--- config.mk ---
export PLATFORM = sky130hd
export DESIGN_NAME = match_run_qualifier_flat
export DESIGN_NICKNAME = d
export VERILOG_FILES = /design/src/rtl/match_run_qualifier_pkg.sv /design/src/rtl/match_run_qualifier_if.sv /design/src/rtl/match_run_qualifier.sv /design/src/flat_wrapper.sv
export SDC_FILE = /design/constraint.sdc
export NUM_CORES = 1
export LEC_CHECK = 0
export BUFFER_PORTS_ARGS = -buffer_cell sky130_fd_sc_hd__buf_2
export CAP_MARGIN = 20
export CORE_UTILIZATION = 40
export DETAILED_ROUTE_END_ITERATION = 10
export RECOVER_POWER = 100
export SYNTH_ARGS = -nofsm -noshare
export SYNTH_HDL_FRONTEND = slang
export SYNTH_SLANG_ARGS = --single-unit
--- constraint.sdc ---
create_clock -name clk -period 1.9 [get_ports clk]
set_input_delay 0.19 -clock clk [delete_from_list [all_inputs] [get_ports clk]]
set_output_delay 0.19 -clock clk [all_outputs]
set_load 0.02 [all_outputs]
--- src/rtl/match_run_qualifier_pkg.sv ---
// match_pkg: FSM state type and default parameters shared by match_run_qualifier and the compare-stage bench
package match_pkg;
  typedef enum logic [1:0] {IDLE, RUN, FIRE, HOLD} match_state_t;
  localparam int RUN_LEN_DEF = 3;
  localparam int HOLDOFF_DEF = 4;
  localparam int CNT_W_DEF = 8;
endpackage

--- src/rtl/match_run_qualifier_if.sv ---
// match_run_qualifier_if: match flag in, event valid/ready/seq out, busy status; slave = qualifier, master = source/consumer
interface match_run_qualifier_if #(parameter int CNT_W = 8);
  logic q_in;
  logic evt_valid;
  logic evt_ready;
  logic [CNT_W-1:0] evt_seq;
  logic busy;
  modport slave (input q_in, input evt_ready, output evt_valid, output evt_seq, output busy);
  modport master (output q_in, output evt_ready, input evt_valid, input evt_seq, input busy);
endinterface

--- src/rtl/match_run_qualifier.sv ---
// match_run_qualifier: fires one event after RUN_LEN consecutive q_in highs, then holds off; ports clk, rst, bus(slave: q_in, evt_ready in; evt_valid, evt_seq, busy out)
module match_run_qualifier
  import match_pkg::*;
#(
  parameter int RUN_LEN = RUN_LEN_DEF,
  parameter int HOLDOFF = HOLDOFF_DEF,
  parameter int CNT_W = CNT_W_DEF
) (
  input logic clk,
  input logic rst,
  match_run_qualifier_if.slave bus
);
  localparam int RW = $clog2(RUN_LEN + 1);
  localparam int HW = HOLDOFF == 0 ? 1 : $clog2(HOLDOFF + 1);
  localparam logic [RW-1:0] L_LAST = RW'(RUN_LEN - 1);
  localparam logic [HW-1:0] L_HOLD = HW'(HOLDOFF);
  match_state_t r_state, w_state;
  logic [RW-1:0] r_run, w_run;
  logic [HW-1:0] r_hold, w_hold;
  logic [CNT_W-1:0] r_cnt, w_cnt;
  always_ff @(posedge clk) begin
    if (rst) begin
      r_state <= IDLE;
      r_run <= '0;
      r_hold <= '0;
      r_cnt <= '0;
    end else begin
      r_state <= w_state;
      r_run <= w_run;
      r_hold <= w_hold;
      r_cnt <= w_cnt;
    end
  end
  always_comb begin
    w_state = r_state;
    w_run = r_run;
    w_hold = r_hold;
    w_cnt = r_cnt;
    case (r_state)
      IDLE: if (bus.q_in) begin
        w_state = RUN_LEN == 1 ? FIRE : RUN;
        w_run = RUN_LEN == 1 ? '0 : RW'(1);
      end
      RUN: begin
        w_state = !bus.q_in ? IDLE : r_run == L_LAST ? FIRE : RUN;
        w_run = bus.q_in && r_run != L_LAST ? r_run + 1'b1 : '0;
      end
      FIRE: if (bus.evt_ready) begin
        w_state = HOLDOFF == 0 ? IDLE : HOLD;
        w_hold = L_HOLD;
        w_cnt = &r_cnt ? r_cnt : r_cnt + 1'b1;
      end
      HOLD: begin
        w_state = r_hold == HW'(1) ? IDLE : HOLD;
        w_hold = r_hold - 1'b1;
      end
      default: w_state = IDLE;
    endcase
  end
  assign bus.evt_valid = r_state == FIRE;
  assign bus.busy = r_state == FIRE || r_state == HOLD;
  assign bus.evt_seq = r_cnt;
endmodule
--- src/flat_wrapper.sv ---
// flat-port wrapper written by rule: the top's interface ports become plain ports
module match_run_qualifier_flat import match_pkg::*;
#(
  parameter int RUN_LEN = RUN_LEN_DEF,
  parameter int HOLDOFF = HOLDOFF_DEF,
  parameter int CNT_W = CNT_W_DEF
)
  (clk, rst, bus_q_in, bus_evt_ready, bus_evt_valid, bus_evt_seq, bus_busy);
  match_run_qualifier_if #(.CNT_W(CNT_W)) bus_i ();
  input logic clk;
  input logic rst;
  input wire logic [$bits(bus_i.q_in)-1:0] bus_q_in;
  input wire logic [$bits(bus_i.evt_ready)-1:0] bus_evt_ready;
  output wire logic [$bits(bus_i.evt_valid)-1:0] bus_evt_valid;
  output wire logic [$bits(bus_i.evt_seq)-1:0] bus_evt_seq;
  output wire logic [$bits(bus_i.busy)-1:0] bus_busy;
  assign bus_i.q_in = bus_q_in;
  assign bus_i.evt_ready = bus_evt_ready;
  assign bus_evt_valid = bus_i.evt_valid;
  assign bus_evt_seq = bus_i.evt_seq;
  assign bus_busy = bus_i.busy;
  match_run_qualifier #(.RUN_LEN(RUN_LEN), .HOLDOFF(HOLDOFF), .CNT_W(CNT_W)) u_core (.clk(clk), .rst(rst), .bus(bus_i));
endmodule
==> impl_metrics.ini, run 1 <==
[sta]
clock_skew_ns = 0.0130
finalHoldViolations = 0
worstMarginPinSlew_ns = 0.473
max_freq_ghz = 0.647
rsz0062_at_grt = no
period_needed_ns = 1.55
slew_headroom_pct = 67.7
holdWs_ns = 0.246
fin_setup_tns_ns = 0
finalMaxSlewViolations = 0
final-setup-viol-count = 0
final.period_utilization_pct = 81.3

[detailed_routing]
firstDrtPassIters = 4
drc_errors = 0
antenna_left = 0
wl_um = 1490
wl_per_cell_um = 11.4
drt_iter0_drc = 7
avgViaCountPerCell = 5.18
via_count = 673

[place]
dpl.hpwl_um = 1040
placed_cell_area_um2 = 868
port_buffers = 13
placed_cells = 126
gp_congestion = 0.811

[setup_path]
cp.required_ns = 2.07
crit_type = reg -> reg
end_kind = flip-flop
arrival_ns = 1.72
crit_fanout = 4
startpoint_type = flip-flop

[synth]
synth_top_area_cell = dfxtp_1
ys_seq_area_share_pct = 38.3
netlist.area_leader.share_pct = 38.3
syn_area_per_cell_um2 = 8.61
synth_cell_types = 34
yosys_register_bits = 15
synth_area_um2 = 783
synth_fp_nets = 99
syn_inst = 91
synth.area.top_cells = dfxtp_1, nor2_1, ha_1
synth_warnings = 0

[clocking]
cts-htree-levels = 1
cts_tree = built
cts-buffers-inserted = 3
clk_pin_slew_ns = 0.10
holdBufCountCts = 0
cts_buffer_depth = 2
cts_resized = 0
cts_sinks = 15
root_buffer = clkbuf_4
clock_latency_ns = 0.29
post_cts_buffers = 0

[global_routing]
globalRouteOverflowTotal = 0
grt_usage_pct = 16.1
grt_pass1_vias = 578
grt_first_pass_wirelength_um = 2440
antenna_found_initial = 0
grt_start_max_net_pins = 17

[floorplan]
die_y_um = 46.3
io_pins = 14
initial_core_util_pct = 43.9
num_rows = 15
die_x_um = 46.3
die_area_mm2 = 0.00214
core_region_area_mm2 = 0.00178

[power]
max-vdd-ir-drop_mv = 0.387
p_leak_nw = 0.320
power_density_mw_per_mm2 = 619

[flow_run]
cap_violations = 0

[hold_path]
hp-class = in -> reg

[finish]
postLayoutCellArea_um2 = 863
utilization_pct = 48.4
fill_cells = 205
final-instance-count-excl-fill = 130
n_antenna_cell = 0
final_nets = 114
drive_above_1_share_pct = 10.5
synthToLayoutAreaGrowth_pct = 10.2
layout_commonest_cell = nor2_1
final_cell_mix = nor2_1, dfxtp_1, clkbuf_1

[status]
status = finished, final reports clean
[cells by family after synthesis]
logic type               after synthesis  synth area share [%]
AO/OA/AOI/OAI                         17                  15.8
AND/OR/NAND/NOR                       39                  26.7
multiplexers                           1                  1.28
adder cells (fa/ha/maj)                4                  6.39
flip-flops                            15                  38.3
XOR/XNOR                               6                  6.71
buffers and inverters                  9                  4.79
[cell type report]
type,instances,area [um^2],area share (%)
Multi-Input combinational cell,67,427,49.4
Clock buffer,4,26.3,3.04
Inverter,5,18.8,2.17
Timing Repair Buffer,14,60.1,6.96
Tap cell,25,31.3,3.62
Sequential cell,15,300,34.8
[metrics by stage]
| stage | power, mW | setup slack [ns] |
|---|---|---|
| final | 0.534 | 0.355 |
| after CTS | 0.542 | 0.422 |
| after floorplan | 0.343 | 0.415 |
| after global placement | 0.351 | 0.480 |
| after detailed placement | 0.352 | 0.441 |
| after global routing | 0.554 | 0.263 |
[metal layers]
| metal | wire, um | track usage, % | vias up |
|---|---|---|---|
| met1 | 760 | 20.8 | 309 |
| met2 | 647 | 24.5 | 16 |
| met5 | 0 | 0 | - |
| li1 | - | - | 346 |
| met4 | 7 | 3.53 | 0 |
| met3 | 72 | 7.06 | 2 |
[where the power goes]
group / switching (mW) / internal (mW)
Sequential: 0.00494 / 0.318
Clock: 0.108 / 0.0817
Combinational: 0.0131 / 0.00852
Total: 0.127 / 0.408
[critical path, stage by stage, from the launching register on]
cell and delay, ns:
dfxtp_1 0.39, ha_1 0.20, nand2_1 0.11, a2111oi_0 0.49, xnor2_1 0.18, nor2_1 0.05
[synthesized netlist by cell type]
cell / n
and3_2: 1
nor2b_1: 2
or2b_2: 1
dfxtp_1: 15
ha_1: 4
buf_4: 1
o32ai_1: 1
o211ai_1: 1
inv_1: 5
a22oi_1: 1
o21ai_0: 3
nand3b_2: 1
a2111oi_2: 1
a32oi_1: 1
a21oi_1: 3
and3_4: 1
or4_1: 1
nor2_1: 19
mux2i_1: 1
o2111ai_1: 1
and3b_2: 1
xor2_1: 3
and2_1: 1
nand4_1: 1
nand2_1: 3
xnor2_1: 3
a211oi_1: 1
nand3_1: 5
o211ai_2: 1
nand3b_1: 1
clkbuf_1: 3
o21ai_1: 2
o21a_1: 1
nor4_2: 1
[sequential cells by signal (all words and copies together), names as in the netlist]
register and cells:
u_core.r_state 2, u_core.r_hold 3, u_core.bus.evt_seq 8, u_core.r_run 2
[final timing paths]
| check | startpoint | endpoint | cells after the start | slack [ns] |
|---|---|---|---|---|
| max reg2reg | u_core.bus.evt_seq[0]$_SDFFE_PP0P_ | u_core.bus.evt_seq[4]$_SDFFE_PP0P_ | 5 | 0.35 |
| min | rst | u_core.bus.evt_seq[6]$_SDFFE_PP0P_ | 2 | 0.25 |
| min reg2reg | u_core.r_hold[1]$_SDFFE_PP0P_ | u_core.r_hold[1]$_SDFFE_PP0P_ | 2 | 0.49 |
| max | u_core.bus.evt_seq[0]$_SDFFE_PP0P_ | u_core.bus.evt_seq[4]$_SDFFE_PP0P_ | 5 | 0.35 |
Power figures use the tool's default switching activity.
==> inputs of run 2 (changes only) <==
- clock period: 1.9 -> 1.5 ns (I/O delays scaled with it)
==> run 2 against run 1 <==
Net effect: die area unchanged; flip-flop and latch count unchanged; worst hold slack lost 0.021 ns; sequential power is 25% higher; clock skew fell by 0.0096 ns; non-clock buffer count grew 2; power increased by 24%; first-iteration DRC count grew 57%; via count decreased by 0.45%; utilization grew 2.4 points; largest power group unchanged.
==> impl_metrics.ini, run 2 (synthesis gave the netlist of run 1 again) <==
[sta]
fin_setup_tns_ns = 0
final-setup-viol-count = 0
worstMarginPinSlew_ns = 0.297
holdWs_ns = 0.225
finalHoldViolations = 0
slew_headroom_pct = 80.0
period_needed_ns = 1.42
rsz0062_at_grt = no
final.period_utilization_pct = 94.5
finalMaxSlewViolations = 0
clock_skew_ns = 0.00344
max_freq_ghz = 0.705

[detailed_routing]
firstDrtPassIters = 2
antenna_left = 0
drc_errors = 0
wl_um = 1470
wl_per_cell_um = 11.1
avgViaCountPerCell = 5.08
drt_iter0_drc = 11
via_count = 670

[setup_path]
r2r_end = u_core.bus.evt_seq[7]$_SDFFE_PP0P_
r2r_slack_ns = 0.08
end_kind = flip-flop
worst_path_largest_cell_delay_ns = 0.46
crit_fanout = 4
cp.required_ns = 1.71
crit_path_cell_trace = ha_1 > nand4_1 > o211ai_2 > or4_1 > o21ai_1
critPathSlowestCell = or4_1
startpoint_type = flip-flop
r2r_cells = 5
arrival_ns = 1.63
cp-startpoint = u_core.bus.evt_seq[0]$_SDFFE_PP0P_
crit_buf_inv = 0
crit_type = reg -> reg
regToRegStartpoint = u_core.bus.evt_seq[0]$_SDFFE_PP0P_
critical_path.top_delay_family = simple AND/OR/NAND/NOR gates

[finish]
utilization_pct = 50.8
largest_reg_flops = 8
fill_cells = 193
multi_input_area_um2 = 452
drive_above_1_share_pct = 16.8
synthToLayoutAreaGrowth_pct = 15.7
final_nets = 116
layout_commonest_cell = nor2_1
seq_area_um2 = 303
final_cell_mix = nor2_1, dfxtp_1, clkbuf_1
n_antenna_cell = 0

[power]
p_clk_share_pct = 34.0
p_switching_mw = 0.146
power_density_mw_per_mm2 = 732
comb_power_share_pct = 5.0
p_leak_nw = 0.340
max-vdd-ir-drop_mv = 0.423
p_int_mw = 0.518
swShare_pct = 21.9
sequentialPowerShare_pct = 61.1

[flow_run]
cap_violations = 0

[floorplan]
die_y_um = 46.3
die_x_um = 46.3
io_pins = 14
core_region_area_mm2 = 0.00178
initial_core_util_pct = 43.9
num_rows = 15
die_area_mm2 = 0.00214

[clocking]
holdBufCountCts = 0
cts-buffers-inserted = 3
cts_tree = built
clk_pin_slew_ns = 0.09
clock_latency_ns = 0.27
cts-htree-levels = 1
cts_buffer_depth = 2
root_buffer = clkbuf_4
cts_sinks = 15

[hold_path]
hold_start = bus_q_in
hold_path_end = u_core.r_run[1]$_SDFFE_PP0P_
hold_depth = 4
hp-class = in -> reg

[global_routing]
grt_usage_pct = 15.4
busiest_layer = met2
use_met1_pct = 19.0
grt_util_met3_pct = 4.71
grt_first_pass_wirelength_um = 2230
grtUsageMet2_pct = 22.8
globalRouteOverflowTotal = 0
grt_start_max_net_pins = 17
grt_pass1_vias = 522
antenna_found_initial = 0

[place]
port_buffers = 13
gp_congestion = 0.782
dpl.hpwl_um = 1060

[status]
status = finished, final reports clean
-- run 2: changes by cell type in the layout (fill, tap and decap cells not counted), sizes merged --
cell  previous run  this run
buf              4         6
-- run 2: cell type report --
type	instances	share of cell area [%]
timing repair buffer	16	8.29
clock buffer	4	2.90
inverter	5	2.07
multi-input combinational	67	49.9
sequential	15	33.4
tap	25	3.45
-- run 2: how the worst max path moves through the flow --
stage	cells past startpoint	to
6_report	5	u_core.bus.evt_seq[7]$_SDFFE_PP0P_
5_1_grt	5	u_core.bus.evt_seq[7]$_SDFFE_PP0P_
4_1_cts	5	u_core.bus.evt_seq[7]$_SDFFE_PP0P_
3_5_place_dp	5	u_core.bus.evt_seq[7]$_SDFFE_PP0P_
3_3_place_gp	5	u_core.bus.evt_seq[7]$_SDFFE_PP0P_
2_1_floorplan	5	u_core.bus.evt_seq[4]$_SDFFE_PP0P_
-- run 2: power groups by stage --
stage / sequential (mW) / clock, mW / combinational, mW
after global routing: 0.406 / 0.270 / 0.0368
after detailed placement: 0.414 / 0 / 0.0330
final: 0.405 / 0.225 / 0.0328
after floorplan: 0.414 / 0 / 0.0202
after global placement: 0.414 / 0 / 0.0326
after CTS: 0.405 / 0.238 / 0.0331
-- run 2: timing repair --
action / in CTS / in global routing
setup buffers: 0 / 0
setup endpoints to repair: 0 / 2
gates resized for setup: 0 / 3
-- run 2: tightest hold or removal path: stages --
cell	delay, ns
buf_2	0.09
nor2_1	0.03
o21ai_0	0.13
a21oi_1	0.06
-- run 2: routing by layer --
layer	vias to the layer above	wire length (um)
met4	0	15
met1	309	743
met3	2	52
met5	-	0
li1	348	-
met2	11	659
-- run 2: per-stage QoR --
step | cells | area, um^2 | power, mW | setup slack, ns
floorplan | 91 | 783 | 0.434 | 0.0154
global placement | 128 | 883 | 0.447 | 0.121
detailed placement | 128 | 883 | 0.447 | 0.0843
CTS | 132 | 910 | 0.676 | 0.0567
global route | 132 | 906 | 0.712 | 0.00561
finish | 132 | 906 | 0.663 | 0.0824
